### config.mk
export PLATFORM = sky130hd
export DESIGN_NAME = seq_divider_flat
export DESIGN_NICKNAME = d
export VERILOG_FILES = /design/src/rtl/seq_divider_if.sv /design/src/rtl/seq_divider.sv /design/src/flat_wrapper.sv
export SDC_FILE = /design/constraint.sdc
export NUM_CORES = 1
export LEC_CHECK = 0
export ABC_AREA = 1
export CAP_MARGIN = 40
export CELL_PAD_IN_SITES_DETAIL_PLACEMENT = 1
export CELL_PAD_IN_SITES_GLOBAL_PLACEMENT = 1
export CORE_MARGIN = 4
export CORE_UTILIZATION = 36
export DETAILED_ROUTE_END_ITERATION = 8
export GPL_TIMING_DRIVEN = 0
export PLACE_DENSITY_LB_ADDON = 0.12
export SETUP_SLACK_MARGIN = 0.4
export SYNTH_ARGS = -nofsm -noshare
export SYNTH_HDL_FRONTEND = slang
export SYNTH_SLANG_ARGS = --single-unit
export TNS_END_PERCENT = 20
### constraint.sdc
create_clock -name clk -period 2.5 [get_ports clk]
set_clock_uncertainty 0.05 [all_clocks]
set_input_delay 0.25 -clock clk [delete_from_list [all_inputs] [get_ports clk]]
set_output_delay 0.25 -clock clk [all_outputs]
set_load 0.005 [all_outputs]
### src/rtl/seq_divider_if.sv
// Operand/result handshake bundle for seq_divider; the dbz line exists only
// when SEQ_DIVIDER_DBZ_EN is defined.
interface seq_divider_if #(
    parameter int N = 8
);
    logic         in_valid;
    logic         in_ready;
    logic [N-1:0] dividend;
    logic [N-1:0] divisor;
    logic         out_valid;
    logic         out_ready;
    logic [N-1:0] quotient;
    logic [N-1:0] remainder;
`ifdef SEQ_DIVIDER_DBZ_EN
    logic         dbz;

    modport master (
        output in_valid, dividend, divisor, out_ready,
        input  in_ready, out_valid, quotient, remainder, dbz
    );
    modport slave (
        input  in_valid, dividend, divisor, out_ready,
        output in_ready, out_valid, quotient, remainder, dbz
    );
`else
    modport master (
        output in_valid, dividend, divisor, out_ready,
        input  in_ready, out_valid, quotient, remainder
    );
    modport slave (
        input  in_valid, dividend, divisor, out_ready,
        output in_ready, out_valid, quotient, remainder
    );
`endif
endinterface

### src/rtl/seq_divider.sv
// Sequential restoring unsigned divider, one quotient bit per clock.
// Optional SEQ_DIVIDER_DBZ_EN: divide-by-zero shortcut to DONE with a dbz flag.
module seq_divider #(
    parameter int N = 8
) (
    input  logic        clk,
    input  logic        rst_n,
    seq_divider_if.slave bus
);
    localparam int CNT_W = $clog2(N);

    typedef enum logic [1:0] {IDLE, CALC, DONE} state_t;

    state_t           state_reg, state_next;
    logic [N-1:0]     rem_reg, rem_next;
    logic [N-1:0]     quo_reg, quo_next;
    logic [N-1:0]     div_reg, div_next;
    logic [CNT_W-1:0] cnt_reg, cnt_next;
`ifdef SEQ_DIVIDER_DBZ_EN
    logic             dbz_reg, dbz_next;
`endif

    // After k CALC steps rem < 2^k, so its MSB is always clear before the
    // shift and the N-bit shifted value never loses a bit.
    logic [N-1:0] rem_shift;
    logic [N:0]   trial;
    assign rem_shift = {rem_reg[N-2:0], quo_reg[N-1]};
    assign trial     = {1'b0, rem_shift} - {1'b0, div_reg};

    always_ff @(posedge clk or negedge rst_n) begin
        if (!rst_n) begin
            state_reg <= IDLE;
        end else begin
            state_reg <= state_next;
        end
    end

    always_comb begin
        state_next = state_reg;
        case (state_reg)
            IDLE: begin
                if (bus.in_valid) begin
`ifdef SEQ_DIVIDER_DBZ_EN
                    state_next = (bus.divisor == '0) ? DONE : CALC;
`else
                    state_next = CALC;
`endif
                end
            end
            CALC: begin
                if (cnt_reg == CNT_W'(N - 1)) begin
                    state_next = DONE;
                end
            end
            DONE: begin
                if (bus.out_ready) begin
                    state_next = IDLE;
                end
            end
            default: state_next = IDLE;
        endcase
    end

    always_comb begin
        bus.in_ready  = (state_reg == IDLE);
        bus.out_valid = (state_reg == DONE);
    end

    assign bus.quotient  = quo_reg;
    assign bus.remainder = rem_reg;
`ifdef SEQ_DIVIDER_DBZ_EN
    assign bus.dbz       = dbz_reg;
`endif

    always_comb begin
        rem_next = rem_reg;
        quo_next = quo_reg;
        div_next = div_reg;
        cnt_next = cnt_reg;
`ifdef SEQ_DIVIDER_DBZ_EN
        dbz_next = dbz_reg;
`endif
        case (state_reg)
            IDLE: begin
                if (bus.in_valid) begin
                    rem_next = '0;
                    quo_next = bus.dividend;
                    div_next = bus.divisor;
                    cnt_next = '0;
`ifdef SEQ_DIVIDER_DBZ_EN
                    if (bus.divisor == '0) begin
                        rem_next = bus.dividend;
                        quo_next = '1;
                        dbz_next = 1'b1;
                    end
`endif
                end
            end
            CALC: begin
                // Borrow out of the N+1-bit subtract means the trial failed.
                rem_next = trial[N] ? rem_shift : trial[N-1:0];
                quo_next = {quo_reg[N-2:0], ~trial[N]};
                cnt_next = cnt_reg + 1'b1;
            end
            DONE: begin
`ifdef SEQ_DIVIDER_DBZ_EN
                if (bus.out_ready) begin
                    dbz_next = 1'b0;
                end
`endif
            end
            default: ;
        endcase
    end

    always_ff @(posedge clk or negedge rst_n) begin
        if (!rst_n) begin
            rem_reg <= '0;
            quo_reg <= '0;
            div_reg <= '0;
            cnt_reg <= '0;
`ifdef SEQ_DIVIDER_DBZ_EN
            dbz_reg <= 1'b0;
`endif
        end else begin
            rem_reg <= rem_next;
            quo_reg <= quo_next;
            div_reg <= div_next;
            cnt_reg <= cnt_next;
`ifdef SEQ_DIVIDER_DBZ_EN
            dbz_reg <= dbz_next;
`endif
        end
    end
endmodule

### src/flat_wrapper.sv
// flat-port wrapper written by rule: the top's interface ports become plain ports
module seq_divider_flat 
#(
    parameter int N = 8
)
  (clk, rst_n, bus_in_valid, bus_dividend, bus_divisor, bus_out_ready, bus_in_ready, bus_out_valid, bus_quotient, bus_remainder);
  seq_divider_if #(.N(N)) bus_i ();
  input  logic clk;
  input  logic rst_n;
  input wire logic [$bits(bus_i.in_valid)-1:0] bus_in_valid;
  input wire logic [$bits(bus_i.dividend)-1:0] bus_dividend;
  input wire logic [$bits(bus_i.divisor)-1:0] bus_divisor;
  input wire logic [$bits(bus_i.out_ready)-1:0] bus_out_ready;
  output wire logic [$bits(bus_i.in_ready)-1:0] bus_in_ready;
  output wire logic [$bits(bus_i.out_valid)-1:0] bus_out_valid;
  output wire logic [$bits(bus_i.quotient)-1:0] bus_quotient;
  output wire logic [$bits(bus_i.remainder)-1:0] bus_remainder;
  assign bus_i.in_valid = bus_in_valid;
  assign bus_i.dividend = bus_dividend;
  assign bus_i.divisor = bus_divisor;
  assign bus_i.out_ready = bus_out_ready;
  assign bus_in_ready = bus_i.in_ready;
  assign bus_out_valid = bus_i.out_valid;
  assign bus_quotient = bus_i.quotient;
  assign bus_remainder = bus_i.remainder;
  seq_divider #(.N(N)) u_core (.clk(clk), .rst_n(rst_n), .bus(bus_i));
endmodule
* After elaboration in Yosys (flattened, before gate mapping)
Index checks and enable logic that the tools add are counted.
** Word-level totals
- Memories kept :: 0
- Logic and storage cells :: 30
- Bits in read-only memories :: 0
- Bits in latches :: 0
- Bits in writable memories :: 0
- Output and inout port bits :: 18
- Register bits :: 29
- Input port bits :: 20
** Operators by class
- $mul :: 0
- $lt $le $gt $ge :: 0
- Reductions and logical operators :: 5
- Div/mod/pow operators :: 0
- Shifts and indexed selects :: 0
- Bitwise logic cells :: 1
- Mux-type cells :: 11
- $add $sub $neg :: 2
- Eq/ne operators :: 6
** Operators by type and width (number)
- $pmux 8 s2 :: 2
- $mux 8 :: 3
- $sub 8x8->9 :: 1
- $mux 2 :: 3
- $pmux 2 s3 :: 1
- $pmux 3 s2 :: 1
- $ne 2x2->1 const B :: 2
- $reduce_and 2->1 :: 2
- $add 3x1->3 const B :: 1
- $eq 3x3->1 const B :: 1
- $mux 3 :: 1
- $reduce_and 3->1 :: 1
- $eq 2x1->1 const B :: 1
- $eq 2x2->1 const B :: 1
- $logic_not 2->1 :: 1
- $ne 2x1->1 const B :: 1
- $reduce_bool 2->1 :: 1
- $not 1->1 :: 1

* Longest topological paths before layout
Gate-level depths: netlist of the first run.
- Depth in word-level cells :: 3
- Depth in mapped cells :: 12
- Depth with buffers taken out :: 12

* Worst setup path after synthesis of the first run
No wires, ideal clock.
- Path kind :: register to register
- Start point :: reg u_core.quo_reg[7], in the netlist u_core.bus.quotient[7]
- End point :: reg u_core.rem_reg[7], in the netlist u_core.bus.remainder[7]
- Arrival time :: 1670 ps
- Clock period less this slack :: 1836 ps
- Cell stages (with the launch flop) :: 13
- Library setup time :: 116 ps
- Path slack :: 664 ps
- Required time :: 2334 ps
- Buffers on the path :: 1
- Cell sequence :: dfrtp_1 -> inv_1 -> ha_1 -> fa_1 -> inv_1 -> nand2_1 -> nand2_1 -> nand3_2 -> nand2_2 -> buf_6 -> nand3_1 -> nand2_1 -> nand2_1
** On the way
- Cells in the longest elaborated chain, start to end :: 3
** Ends and longest elaborated chain
- start: declaration :: line seq_divider.sv:16 : logic [N-1:0] quo_reg, quo_next;
- start signal: assignment :: line seq_divider.sv:127 : quo_reg <= quo_next;
- $sub 8x8->9 :: line seq_divider.sv:28 : assign trial = {1'b0, rem_shift} - {1'b0, div_reg};
- $mux 8 :: line seq_divider.sv:101 : rem_next = trial[N] ? rem_shift : trial[N-1:0];
- $pmux 8 s2 :: line seq_divider.sv:83 : case (state_reg)
- end signal: assignment :: line seq_divider.sv:126 : rem_reg <= rem_next;
- end: declaration :: line seq_divider.sv:15 : logic [N-1:0] rem_reg, rem_next;
Every way passes these cells.
A chain may end at the register's enable or synchronous reset.

* Worst setup path after layout of the first run
Ends and elaborated chain as after synthesis.

==> impl_metrics.env, run 1 <==
export IMPL_relSlewSlack_pct=56.0
export IMPL_synth_area_per_cell_um2=8.36
export IMPL_synthTopCellsByArea="dfrtp_1 41%, nand2_1 12%, ha_1 7.1%, inv_1 7.0%, nand3_1 3.4%"
export IMPL_post_cts_setup_buffers=0
export IMPL_cts_tree="built"
export IMPL_crit_start="u_core.bus.quotient[7]"
export IMPL_fin_crit_sh_pct=77.2
export IMPL_finalWirelength_um=4560
export IMPL_hold_slack_ps=428
export IMPL_antenna_found_initial=0
export IMPL_syn_inst=211
export IMPL_synth_edff_count=0
export IMPL_rows=25
export IMPL_synth_largest_area_cell="dfrtp_1"
export IMPL_clockBufferDepth=2
export IMPL_cts_root_buf="clkbuf_8"
export IMPL_status="completed"
export IMPL_grt_pass1_wl_um=7850
export IMPL_drive_gt1_share_pct=12.1
export IMPL_rsz0062_at_grt="false"
export IMPL_yosysSeqAreaShare_pct=41.2
export IMPL_worstSetupEndpointType="flop"
export IMPL_r2r_start="u_core.bus.quotient[7]"
export IMPL_portBuffers=37
export IMPL_die_h_um=78.0
export IMPL_routedWlPerCell_um=14.1
export IMPL_synth_top_area_share_pct=41.2
export IMPL_ys_types=31
export IMPL_place_inst=315
export IMPL_grt_pass1_vias=1640
export IMPL_finalSetupViolCount=0
export IMPL_drt_iter0_markers=69
export IMPL_cts_buffers=5
export IMPL_cp_start_kind="flop"
export IMPL_finalHoldViolations=0
export IMPL_worstPathArrival_ps=2040
export IMPL_dp_slack_ps=405
export IMPL_worstPathRequired_ps=2610
export IMPL_h_tree_depth=2
export IMPL_grt_max_degree=30
export IMPL_p_leak_nw=1.15
export IMPL_postRouteAntennaNets=0
export IMPL_setup_tns_ps=0
export IMPL_grt_overflow=0
export IMPL_worst_slew_pin_slew_ps=661
export IMPL_r2r_end="u_core.bus.remainder[7]"
export IMPL_rrSetupSlack_ps=570
export IMPL_peakVddDrop_uv=554
export IMPL_hold_path_class="flop to flop"
export IMPL_coreArea_um2=4720
export IMPL_netlist_area_um2=1760
export IMPL_ff2ff_path_depth=12
export IMPL_ys_warn_count=0
export IMPL_drc=0
export IMPL_fin_crit_ps=1930
export IMPL_fin_ws_ps=570
export IMPL_cts_clk_slew_worst_paths_ps=60
export IMPL_vias=1535
export IMPL_layout_nets=287
export IMPL_dp_hpwl_um=3480
export IMPL_synth_async_sr_flop_share_pct=100
export IMPL_dr_pass1_iters=4
export IMPL_synth_most_common_cell="nand2_1"
export IMPL_drv_cap=0
export IMPL_gp_congestion=0.783
export IMPL_endpoint="u_core.bus.remainder[7]"
export IMPL_vias_per_cell=4.75
export IMPL_n_antenna_cell=0
export IMPL_criticalPathCategory="flop to flop"
export IMPL_start_util_pct=37.3
export IMPL_synth_top_flop_cell="dfrtp_1"
export IMPL_ios=38
export IMPL_worstPathMaxFanout=10
export IMPL_clock_sinks=29
export IMPL_synth_seq_cells=29
export IMPL_dieArea_um2=6080
export IMPL_die_w_um=78.0
export IMPL_max_freq_mhz=518
export IMPL_track_usage_pct=16.6
export IMPL_synth_common_cells="55 x nand2_1, 33 x inv_1, 29 x dfrtp_1"
export IMPL_finalNonFillerCells=323
export IMPL_final_max_slew_violation_count=0
export IMPL_syn_num_nets=242
export IMPL_power_density_nw_per_um2=1520
export IMPL_clkLatencyLatePin_ps=270
export IMPL_syn_to_final_growth_pct=31.8
[cell usage in the layout, fill, tap and decap left out, types with 2 or more instances in the layout]
| master | instances |
|---|---|
| nor2_1 | 13 |
| o211ai_1 | 4 |
| clkdlybuf4s50_1 | 36 |
| buf_2 | 3 |
| inv_4 | 2 |
| nor3_1 | 4 |
| buf_6 | 4 |
| nand3b_1 | 4 |
| a221oi_1 | 3 |
| a21oi_1 | 10 |
| xor2_1 | 3 |
| nand2_1 | 54 |
| o21ai_2 | 2 |
| a22o_1 | 2 |
| nand2_2 | 3 |
| nand3_1 | 12 |
| clkbuf_8 | 6 |
| ha_1 | 9 |
| inv_1 | 33 |
| dfrtp_1 | 29 |
| nand2_4 | 2 |
| o21ai_0 | 4 |
[area by class of cell]
class,count,area (um2)
Buffer,6,55.1
Tap cell,67,83.8
Inverter,35,136
Sequential cell,29,726
Fill cell,544,2400
Clock buffer,7,86.3
Timing Repair Buffer,38,375
Multi-Input combinational cell,141,861
[logic make-up after synthesis]
family	after synthesis	synth area share [%]
AOI/OAI and AO/OA	29	11.6
xor gates and xnor gates	3	1.49
adders and majority gates	11	8.23
buffers and inverters	41	10.9
DFF	29	41.2
muxes	1	0.851
and+or+nand+nor	97	25.8
[per-stage QoR]
stage	cell area, um2	power, W	util, %
global route	2320	0.00392	49.2
floorplan	1760	0.00240	-
finish	2320	0.00354	49.2
detailed placement	2210	0.00316	46.8
CTS	2320	0.00359	49.0
global placement	2220	0.00308	46.9
[what timing repair did]
action,CTS,global route
hold endpoints to repair,29,0
gates resized for setup,1,3
gates cloned,0,0
setup endpoints to repair,2,8
hold buffers,1,0
[worst min path at each step]
stage               slack (ps)  cells past startpoint         startpoint                      to
floorplan                 -100                      0              rst_n  u_core.bus.quotient[0]
global placement           420                      1  u_core.cnt_reg[0]       u_core.cnt_reg[0]
detailed placement         280                      1              rst_n       u_core.div_reg[5]
CTS                        440                      1  u_core.cnt_reg[0]       u_core.cnt_reg[0]
global route               460                      1  u_core.cnt_reg[0]       u_core.cnt_reg[0]
finish                     430                      1  u_core.cnt_reg[0]       u_core.cnt_reg[0]
[critical path, cell delays in order, from the launching register on]
cell,delay (ps)
dfrtp_1,340
inv_1,80
ha_2,200
fa_2,350
inv_1,60
nand2_1,60
nand2_2,100
nand3_4,110
nand2_2,100
buf_6,140
nand3_1,90
nand2_1,70
nand2_1,50
[power breakdown]
group,leakage [nW],switching (W),internal (W)
Combinational,0.764,0.00127,0.00100
Sequential,0.339,0.000169,0.000715
Clock,0.0443,0.000166,0.000218
Total,1.15,0.00160,0.00194
[per-layer routing]
| layer | vias to the layer above | wire length [um] | global-route usage, % |
|---|---|---|---|
| li1 | 761 | - | - |
| met4 | 0 | 27 | 5.59 |
| met2 | 27 | 2310 | 27.7 |
| met5 | - | 0 | 0 |
| met3 | 2 | 155 | 3.48 |
| met1 | 745 | 2070 | 21.2 |
(Power assumes the default switching activity.)
==> run 2: changes to the inputs <==
clock period = 2 ns   (was 2.5 ns; I/O delays follow)
==> impl_metrics.env, run 2 (synthesized netlist as in run 1, its figures left out) <==
export IMPL_final_cell_mix="50 x nand2_1, 36 x clkdlybuf4s50_1, 31 x inv_1"
export IMPL_relSlewSlack_pct=54.9
export IMPL_track_usage_pct=16.9
export IMPL_power_density_nw_per_um2=1960
export IMPL_die_h_um=78.0
export IMPL_dieArea_um2=6080
export IMPL_grt_pass1_vias=1649
export IMPL_die_w_um=78.0
export IMPL_grt_max_degree=30
export IMPL_hold_path_class="flop to flop"
export IMPL_fin_crit_sh_pct=91.8
export IMPL_vias_per_cell=4.63
export IMPL_layout_nets=296
export IMPL_pwr_share_clk_pct=10.9
export IMPL_p_sw_share_pct=44.3
export IMPL_multi_input_area_um2=943
export IMPL_cp_start_kind="flop"
export IMPL_rows=25
export IMPL_worst_slew_pin_slew_ps=676
export IMPL_drc=0
export IMPL_dp_slack_ps=95.3
export IMPL_dp_hpwl_um=3360
export IMPL_final_core_util_pct=52.8
export IMPL_final_max_slew_violation_count=0
export IMPL_worstSetupEndpointType="flop"
export IMPL_h_tree_depth=2
export IMPL_peakVddDrop_uv=719
export IMPL_portBuffers=37
export IMPL_p_leak_nw=1.21
export IMPL_p_int_w=0.00271
export IMPL_coreArea_um2=4720
export IMPL_antenna_found_initial=0
export IMPL_sequentialPowerShare_pct=23.0
export IMPL_dpl_instance_area_um2=2240
export IMPL_drv_cap=0
export IMPL_n_antenna_cell=0
export IMPL_seqCellArea_um2=726
export IMPL_fin_crit_ps=1840
export IMPL_fin_ws_ps=165
export IMPL_nFillCells=559
export IMPL_postRouteAntennaNets=0
export IMPL_clock_sinks=29
export IMPL_drt_iter0_markers=54
export IMPL_start_util_pct=37.3
export IMPL_worstPathArrival_ps=1950
export IMPL_worstPathMaxFanout=5
export IMPL_worstPathRequired_ps=2120
export IMPL_max_freq_mhz=545
export IMPL_cts_root_buf="clkbuf_8"
export IMPL_power_switching_w=0.00216
export IMPL_vias=1542
export IMPL_cts_tree="built"
export IMPL_clkLatencyLatePin_ps=270
export IMPL_syn_to_final_growth_pct=41.4
export IMPL_dr_pass1_iters=6
export IMPL_finalWirelength_um=4620
export IMPL_grt_pass1_wl_um=8090
export IMPL_grt_overflow=0
export IMPL_finalSetupViolCount=0
export IMPL_routedWlPerCell_um=13.9
export IMPL_status="completed"
export IMPL_power_frac_comb_pct=66.1
export IMPL_ios=38
export IMPL_rsz0062_at_grt="true"
export IMPL_setup_tns_ps=0
export IMPL_finalHoldViolations=0
export IMPL_drive_gt1_share_pct=20.3
export IMPL_clockBufferDepth=2
export IMPL_final_common_cell="nand2_1"
export IMPL_cts_buffers=5
export IMPL_criticalPathCategory="flop to flop"
export IMPL_gp_congestion=0.781
export IMPL_stdcell_area_um2=2490
export IMPL_total_power_w=0.00488
export IMPL_cts_clk_slew_worst_paths_ps=60
==> run 2: cell types whose count changed in the layout (fill, tap and decap cells not counted), sizes merged <==
cell	delta
buf	+9
clkinv	+1
==> run 2: worst paths after layout <==
check / start / endpoint / slack [ps] / cells past startpoint
min in group asynchronous: rst_n / u_core.div_reg[6] / 470 / 2
min reg2reg: u_core.cnt_reg[0] / u_core.cnt_reg[0] / 430 / 1
min: u_core.cnt_reg[0] / u_core.cnt_reg[0] / 430 / 1
max reg2reg: u_core.div_reg[0] / u_core.bus.remainder[7] / 160 / 11
max in group asynchronous: rst_n / u_core.bus.remainder[3] / 990 / 2
max: u_core.div_reg[0] / u_core.bus.remainder[7] / 160 / 11
==> run 2: timing repair <==
item,CTS,global route
setup buffers,7,1
hold buffers,1,0
resized for setup,6,10
setup endpoints to repair,11,11
hold endpoints to repair,29,0
gates cloned,1,0
pin swaps,8,8
==> run 2: power by group through the flow <==
stage,clock (W),sequential (W),combinational (W)
final,0.000532,0.00112,0.00322
after global routing,0.000579,0.00117,0.00364
after CTS,0.000551,0.00112,0.00311
after detailed placement,0,0.00112,0.00286
after global placement,0,0.00111,0.00281
after floorplan,0,0.00109,0.00196
==> run 2: critical path: stages, from the launching register on <==
cell and delay (ps):
dfrtp_1 410, ha_4 180, fa_2 370, inv_2 60, nand2_2 50, nand2_4 90, nand3_4 90, nand2_4 100
buf_6 140, nand3_2 60, nand2_1 70, nand2_1 50
==> run 2: metal layers <==
layer | global-route usage (%) | share of wire, % | wire length [um]
met1 | 23.3 | 48 | 2220
met4 | 4.72 | 0.69 | 32
met2 | 26.3 | 47 | 2190
met3 | 4.18 | 3.7 | 172
met5 | 0 | 0 | 0
==> run 2: area by class of cell <==
class	instances	share of cell area [%]
clock inverters	1	0.201
repair buffers	47	17.9
multi-input cells	141	37.9
clock buffers	7	3.87
plain buffers	6	2.21
flip-flops and latches	29	29.1
inverters	35	5.47
well taps	67	3.36
==> run 2: through the flow <==
step                std cells  hold WS [ps]
finish                    333           427
global route              333           447
CTS                       332           433
detailed placement        315           232
global placement          315           418
floorplan                 211          -146
==> run 3: changes to the inputs <==
CORE_UTILIZATION = 35   (was 36)
==> impl_metrics.env, run 3 (synthesized netlist as in run 1, its figures left out) <==
export IMPL_status="completed"
export IMPL_r2r_end="u_core.bus.remainder[0]"
export IMPL_grt_pass1_wl_um=8060
export IMPL_sequentialPowerShare_pct=22.4
export IMPL_r2r_start="u_core.div_reg[0]"
export IMPL_total_power_w=0.00497
export IMPL_drt_iter0_markers=53
export IMPL_syn_to_final_growth_pct=42.3
export IMPL_finalHoldViolations=0
export IMPL_drc=0
export IMPL_track_usage_pct=16.7
export IMPL_clockBufferDepth=2
export IMPL_dieArea_um2=6240
export IMPL_max_freq_mhz=544
export IMPL_die_h_um=79.0
export IMPL_crit_top_cell="nand2_4"
export IMPL_setup_tns_ps=0
export IMPL_cts_clk_slew_worst_paths_ps=70
export IMPL_grt_pass1_vias=1678
export IMPL_cp_slowest_cell="dfrtp_1"
export IMPL_criticalPathCategory="flop to flop"
export IMPL_n_antenna_cell=0
export IMPL_dp_slack_ps=92.4
export IMPL_fin_ws_ps=161
export IMPL_clkLatencyLatePin_ps=280
export IMPL_vias_per_cell=4.63
export IMPL_holdPathStages=1
export IMPL_clock_sinks=29
export IMPL_peakVddDrop_uv=714
export IMPL_final_core_util_pct=52.4
export IMPL_min_to="u_core.cnt_reg[0]"
export IMPL_finalSetupViolCount=0
export IMPL_die_w_um=79.0
export IMPL_gp_congestion=0.759
export IMPL_pwr_share_clk_pct=10.7
export IMPL_p_int_w=0.00276
export IMPL_coreArea_um2=4790
export IMPL_crit_path_cell_trace="ha_4, fa_2, inv_2, nand2_2, nand2_4, nand3_4, nand2_4, buf_8, nand2_1, nand3_1, o21ai_1"
export IMPL_cts_buffers=5
export IMPL_rows=25
export IMPL_worstPathMaxFanout=5
export IMPL_postRouteAntennaNets=0
export IMPL_portBuffers=37
export IMPL_drive_gt1_share_pct=21.3
export IMPL_place_inst=315
export IMPL_grt_max_degree=30
export IMPL_vias=1552
export IMPL_final_max_slew_violation_count=0
export IMPL_rsz0062_at_grt="true"
export IMPL_nFillCells=575
export IMPL_cts_tree="built"
export IMPL_ios=38
export IMPL_p_sw_share_pct=44.5
export IMPL_worstSetupEndpointType="flop"
export IMPL_dr_pass1_iters=4
export IMPL_hold_path_class="flop to flop"
export IMPL_ff2ff_path_depth=11
export IMPL_cp_start_kind="flop"
export IMPL_grt_overflow=0
export IMPL_power_density_nw_per_um2=1980
export IMPL_h_tree_depth=2
export IMPL_drv_cap=0
export IMPL_rrSetupSlack_ps=160
export IMPL_worst_slew_pin_slew_ps=695
export IMPL_worstPathArrival_ps=1950
export IMPL_layout_nets=298
export IMPL_dp_hpwl_um=3380
export IMPL_power_switching_w=0.00221
export IMPL_antenna_found_initial=0
export IMPL_worstPathRequired_ps=2120
export IMPL_max_stage_delay_ps=410
export IMPL_start_util_pct=36.8
export IMPL_fin_crit_sh_pct=91.9
export IMPL_cts_root_buf="clkbuf_8"
export IMPL_final_common_cell="nand2_1"
export IMPL_fin_crit_ps=1840
export IMPL_final_cell_mix="48 x nand2_1, 36 x clkdlybuf4s50_1, 31 x inv_1"
export IMPL_min_from="u_core.cnt_reg[0]"
export IMPL_power_frac_comb_pct=66.8
export IMPL_finalWirelength_um=4730
export IMPL_routedWlPerCell_um=14.1
export IMPL_p_leak_nw=1.23
export IMPL_finalNonFillerCells=335
export IMPL_relSlewSlack_pct=53.7
==> run 3: changes by cell type in the layout (fill, tap and decap cells not counted) <==
cell / before / now
nand2_2: 5 / 6
buf_6: 5 / 4
ha_1: 7 / 8
nand2_1: 50 / 48
buf_8: 0 / 1
buf_4: 8 / 10
ha_4: 3 / 2
nand2_4: 4 / 5
==> run 3: worst max path at each step <==
| stage | start | endpoint | slack, ps | depth (start not counted) |
|---|---|---|---|---|
| finish | u_core.div_reg[0] | u_core.bus.remainder[0] | 160 | 11 |
| global placement | rst_n | u_core.bus.quotient[6] | 60 | 1 |
| floorplan | u_core.bus.quotient[7] | u_core.bus.remainder[7] | 290 | 12 |
| CTS | u_core.bus.quotient[7] | u_core.bus.remainder[6] | 180 | 12 |
| global route | u_core.div_reg[0] | u_core.bus.remainder[5] | 70 | 11 |
| detailed placement | u_core.bus.quotient[7] | u_core.bus.remainder[5] | 90 | 12 |
==> run 3: cell type report <==
| class | count | area (um2) | area share (%) |
|---|---|---|---|
| Tap cell | 67 | 83.8 | 3.34 |
| Buffer | 6 | 58.8 | 2.34 |
| Inverter | 35 | 136 | 5.44 |
| Clock buffer | 7 | 96.3 | 3.84 |
| Timing Repair Buffer | 49 | 462 | 18.4 |
| Sequential cell | 29 | 726 | 28.9 |
| Multi-Input combinational cell | 141 | 941 | 37.5 |
| Clock inverter | 1 | 5.00 | 0.200 |
==> run 3: repair_timing <==
item | 4_1_cts | 5_1_grt
resized for setup | 5 | 14
setup buffers | 8 | 2
gates cloned | 1 | 0
setup endpoints to repair | 11 | 11
hold buffers | 1 | 0
endpoints found under the hold margin | 29 | 0
pin swaps | 7 | 11
==> run 3: stage by stage <==
step                      area (um2)  hold WS (ps)
final                           2510           433
after detailed placement        2240           227
after floorplan                 1790          -146
after CTS                       2440           434
after global placement          2240           420
after global routing            2510           450
==> run 3: power groups by stage <==
stage,Clock (W),Combinational (W),Sequential (W)
after floorplan,0,0.00196,0.00109
after global placement,0,0.00280,0.00111
after detailed placement,0,0.00287,0.00111
after CTS,0.000552,0.00310,0.00112
after global routing,0.000574,0.00374,0.00116
final,0.000534,0.00332,0.00112
==> run 3: metal layers <==
layer,up-vias,routed length (um),track usage [%]
li1,787,-,-
met1,735,2170,21.2
met2,26,2360,28.7
met3,4,161,3.40
met4,0,38,4.64
met5,-,0,0
==> run 3: worst max-delay path: cells and delay by family, from the launching register on <==
family          cells  cell delay, ps
simple gates        6             450
compound gates      1              60
flops               1             410
buf+inv             2             200
fa+ha+maj           2             550
